### config.mk
export PLATFORM = sky130hd
export DESIGN_NAME = cselector_n_pmp
export DESIGN_NICKNAME = d
export VERILOG_FILES = /design/src/rtl/cselector_n_pmp.sv
export SDC_FILE = /design/constraint.sdc
export NUM_CORES = 1
export LEC_CHECK = 0
export ABC_AREA = 0
export BUFFER_PORTS_ARGS = -buffer_cell sky130_fd_sc_hd__buf_2
export CORE_UTILIZATION = 49
export DETAILED_ROUTE_END_ITERATION = 8
export GPL_ROUTABILITY_DRIVEN = 1
export GPL_TIMING_DRIVEN = 0
export PLACE_DENSITY = 0.87
export SETUP_SLACK_MARGIN = 0.3
export SYNTH_ARGS = -nofsm -noshare
export SYNTH_HDL_FRONTEND = slang
export SYNTH_SLANG_ARGS = --single-unit
### constraint.sdc
create_clock -name clk -period 4.3 [get_ports clk]
set_input_delay 0.86 -clock clk [delete_from_list [all_inputs] [get_ports clk]]
set_output_delay 0.86 -clock clk [all_outputs]
set_load 0.02 [all_outputs]
### src/rtl/cselector_n_pmp.sv
// N-way token selector/fork for the PMP check path.
// One upstream token (payload + select mask) is latched and offered to every
// selected downstream channel (broadcast) or to the lowest selected channel
// only (priority). Upstream is freed once all selected channels have taken it.
// Tokens whose effective mask is empty are dropped and counted (saturating).
//
// state | meaning
// IDLE  | no token held; o_free high (outside reset), accepting a new token
// BUSY  | token held in r_data; o_driveNext shows channels still to accept
module cselector_n_pmp #(
    parameter int N      = 4,
    parameter int DATA_W = 32,
    parameter int MODE   = 0,
    parameter int CNT_W  = 8
) (
    input  logic              clk,
    input  logic              rstn,
    input  logic              i_drive,
    output logic              o_free,
    input  logic [DATA_W-1:0] i_data,
    input  logic [N-1:0]      i_sel,
    output logic [N-1:0]      o_driveNext,
    input  logic [N-1:0]      i_freeNext,
    output logic [DATA_W-1:0] o_data,
    output logic              o_busy,
    output logic [CNT_W-1:0]  o_drop_cnt
);

    typedef enum logic {
        ST_IDLE = 1'b0,
        ST_BUSY = 1'b1
    } state_t;

    state_t              r_state;
    logic [N-1:0]        r_pending;
    logic [DATA_W-1:0]   r_data;
    logic [CNT_W-1:0]    r_drop_cnt;

    logic [N-1:0]        w_one;
    logic [N-1:0]        w_mask;
    logic [N-1:0]        w_remain;
    logic                w_accept;
    logic [CNT_W-1:0]    w_cnt_max;

    assign w_one     = {{(N-1){1'b0}}, 1'b1};
    assign w_cnt_max = {CNT_W{1'b1}};

    // Effective mask: raw select in broadcast mode, lowest set bit in priority mode
    always_comb begin
        w_mask = i_sel;
        if (MODE == 1) begin
            w_mask = i_sel & (~i_sel + w_one);
        end
    end

    assign w_accept = (r_state == ST_IDLE) & i_drive & ~rstn;
    // Ready bits of channels not pending are masked off here, so they are ignored
    assign w_remain = r_pending & ~i_freeNext;

    // Token FSM: latch on accept, retire channels as they accept, count drops
    always_ff @(posedge clk) begin
        if (rstn) begin
            r_state    <= ST_IDLE;
            r_pending  <= '0;
            r_data     <= '0;
            r_drop_cnt <= '0;
        end else begin
            case (r_state)
                ST_IDLE: begin
                    if (w_accept) begin
                        r_data <= i_data;
                        if (w_mask != '0) begin
                            r_pending <= w_mask;
                            r_state   <= ST_BUSY;
                        end else if (r_drop_cnt != w_cnt_max) begin
                            r_drop_cnt <= r_drop_cnt + 1'b1;
                        end
                    end
                end
                ST_BUSY: begin
                    r_pending <= w_remain;
                    if (w_remain == '0) begin
                        r_state <= ST_IDLE;
                    end
                end
                default: begin
                    r_state   <= ST_IDLE;
                    r_pending <= '0;
                end
            endcase
        end
    end

    // Outputs depend only on registers and reset, never on i_freeNext
    assign o_free      = (r_state == ST_IDLE) & ~rstn;
    assign o_busy      = (r_state == ST_BUSY);
    assign o_driveNext = (r_state == ST_BUSY) ? r_pending : '0;
    assign o_data      = r_data;
    assign o_drop_cnt  = r_drop_cnt;

endmodule

# Word-level counts from Yosys, hierarchy flattened
# Index checks and enable logic that the tools add are counted.
word_totals:
  ff_bits: 45
  wordCells: 29
classes:
  eq_ne: 3
  addsub: 1
  bitwise_logic: 8
  reduce_logical: 5
  mux: 8
op_table:
  columns: ["operator", "count"]
  rows:
  - ["2-to-1 mux 4 bit", 3]
  - ["adder 8 x 1 -> 8 bit (second input constant)", 1]
  - ["!= test 8 bit (second input constant)", 1]
  - ["case mux 4 bit (2 select lines)", 1]
  - ["bitwise AND 4 bit", 1]
  - ["zero test 4 bit", 1]
  - ["inverter 4 bit", 1]
  - ["AND reduction 2 bit", 2]
  - ["AND reduction 4 bit", 1]
  - ["nonzero test 4 bit", 1]
  - ["bitwise AND 1 bit", 3]
  - ["2-to-1 mux 1 bit", 3]
  - ["inverter 1 bit", 3]
  - ["!= test 2 x 1 -> 1 bit (second input constant)", 1]
  - ["!= test 2 bit (second input constant)", 1]
  - ["case mux 1 bit (2 select lines)", 1]

# Depth between registers and ports, before layout
logic_depth:
  ltp_word: 5
  depth_mapped: 6
  ltp_nobuf: 5

# Worst setup path after synthesis
# Ideal clock, no wire load.
synth_path:
  kind: "input-to-output"
  startpoint: "input port rstn"
  endpoint: "output port o_free"
  required_time_ns: 3.440
  t_arrival_ns: 1.689
  slack_ns: 1.751
  n_path_buf: 3
  path_stages: 4
  cell_sequence: "buf_2 -> clkbuf_1 -> clkbuf_1 -> nor2_1"
synth_between:
  elab_chain_len: 2
synth_lines:
  columns: ["item", "line_no", "source"]
  rows:
  - ["from (decl)", "17", "input logic rstn,"]
  - ["inverter 1 bit", "95", "assign o_free = (r_state == ST_IDLE) & ~rstn;"]
  - ["bitwise AND 1 bit", "95", null]
  - ["to (decl)", "19", "output logic o_free,"]
# No other way between the ends.

# Worst setup path after layout
# Ends and elaborated chain as after synthesis.

==> qor.yml <==
dp_cells: 351
fp.dieW_um: 63.3
cts_sinks: 45
async_flop_share_pct: 0
worstMarginPinSlew_ns: 0.502
worstReg2RegEnd: "o_data[25]"
diodes: 0
start_util_pct: 53.0
syn_nets: 262
fmax_mhz: 340
final_cell_mix: "buf_2 (90), dfxtp_1 (45), nand2_1 (39)"
setup_viol: 0
cp.arrival_ns: 2.08
crit_slowest_cell: "clkbuf_1"
netlist_area_mm2: 0.00184
crit_path_start: "rstn"
cp-start-kind: "input pin"
cts_resized: 0
cts.clk_slew.worst_paths_ns: 0.08
cts_made_buffers: 5
r2r-start: "o_busy"
dp_hpwl_um: 3200
cts_max_path_buffers: 2
ys_seq_area_share_pct: 49.0
cts_setup_buffers: 0
ys_ff_latch: 45
fin_cells: 359
crit_type: "in2out"
slew_violations: 0
fin_tns_setup_ns: 0
detailedPlace.worstSlack_ns: 1.36
grt_use_total_pct: 22.8
worstSkewPairLatency_ns: 0.29
avgSynthCellArea_um2: 8.44
place_area_mm2: 0.00233
power.total_mw: 0.832
cap_violations: 0
dieArea_mm2: 0.00400
via_per_inst: 4.92
area_growth_syn_to_layout_pct: 31.4
crit_end: "o_free"
drt_wl_total_um: 4250
synth.distinct_cells: 30
ys_warn_count: 0
ff2ff_setup_slack_ns: 2.41
synth_top_area_share_pct: 49.0
ir_drop_mv: 0.219
crit_required_ns: 3.44
nNetsFinal: 356
vias: 1766
drive_above_1_share_pct: 31.9
boundaryPins: 89
power.leakage_nw: 1.09
post-route-util_pct: 69.7
cts-root-buf: "clkbuf_8"
finClkSkew_ns: 0.00531
critPathMaxFanout: 10
crit_path_end_kind: "primary output"
grt_max_degree: 14
relSlewSlack_pct: 66.2
status: "completed"
wl_per_cell_um: 11.8
grt_pass1_vias: 1588
final_common_cell: "buf_2"
slowest_delay_ns: 0.41
synth-edff-count: 0
grt_overflow: 0
drtAntennaViolNets: 0
syn-instance-count: 218
fin_crit_sh_pct: 68.4
rr_worst_depth: 6
antenna_found_initial: 0
rows: 21
holdWs_ns: 0.474
die_h_um: 63.3
power_density_mw_per_mm2: 344
final.min_clock_period_ns: 2.94
drt_iter0_markers: 116
fin_area_mm2: 0.00242
grt_pass1_wl_um: 7180
drc: 0
core_area_mm2: 0.00347
place_congestion: 0.761
hold_viol: 0
dr.pass1.iters: 4
cts_tree: "yes"
synth_top_area_cell: "dfxtp_1"
htree_levels: 2
synthFlopType: "dfxtp_1"
numPortBuffers: 87
synth_area_leaders: "dfxtp_1 (49%), nand2b_1 (11%), o21ai_0 (9.8%)"
grt_setup_unrepaired: "false"
holdBufCountCts: 0
crit_chain: "buf_2 > clkbuf_1 > clkbuf_1 > nor2_1 > buf_2"
hp-class: "reg2reg"
nFillCells: 311
layout_setup_ws_ns: 1.36
## per-layer routing
layer  track usage [%]  wire (um)  up-vias
met5                 0          0        -
li1                  -          -      926
met3              5.43        237        7
met2              38.0       1980       58
met4              9.38         69        0
met1              27.9       1960      775
## registers in the layout, summed over array words and instances (netlist names)
signal / cells
o_drop_cnt: 8
o_busy: 1
r_pending: 4
o_data: 32
## critical path: cells and delay by family
| kind | cells | cell delay (ns) |
|---|---|---|
| and+or+nand+nor | 1 | 0.10 |
| buffers and inverters | 4 | 1.11 |
## power breakdown
part	total (mW)	leakage, nW	switching (mW)	internal, mW
logic	0.129	0.684	0.0783	0.0509
registers	0.455	0.370	0.0126	0.442
clock network	0.248	0.0385	0.133	0.115
## cells in the mapped netlist, types with 3 or more instances
library cell,number
a21oi_1,5
nor2_1,10
a32o_1,3
nand2b_1,32
dfxtp_1,45
buf_2,3
nand4_1,3
nand2_1,39
inv_1,6
o21ai_0,36
nand3_1,4
mux2i_1,3
clkbuf_1,9
## kinds of logic (layout without fill, tap and decap cells)
group,after synthesis,count (layout),share of synthesized area (%)
flops,45,45,49.0
buf+inv,19,114,4.08
mux,4,4,2.24
fa+ha+maj,1,1,0.680
compound gates,49,49,15.4
simple gates,99,99,28.2
xor+xnor,1,1,0.476
## how the worst min path moves through the flow
stage                       startpoint  cells past startpoint            to  slack [ns]
after global placement      o_data[23]                      2    o_data[23]        0.46
after CTS                   o_data[23]                      2    o_data[23]        0.47
after floorplan           r_pending[3]                      2  r_pending[3]        0.45
after global routing         o_data[8]                      2     o_data[8]        0.49
after detailed placement    o_data[23]                      2    o_data[23]        0.46
final                        o_data[8]                      2     o_data[8]        0.47
## area by class of cell
cell class              instances  area [um^2]  share of cell area (%)
plain buffers                  13         52.6                    2.18
clock buffers                   7         76.3                    3.16
clock inverters                 1         7.51                   0.311
inverters                       6         22.5                   0.932
multi-input cells             154          863                    35.7
flip-flops and latches         45          901                    37.3
well taps                      46         57.6                    2.38
repair buffers                 87          435                    18.0
(Power assumes the default switching activity.)
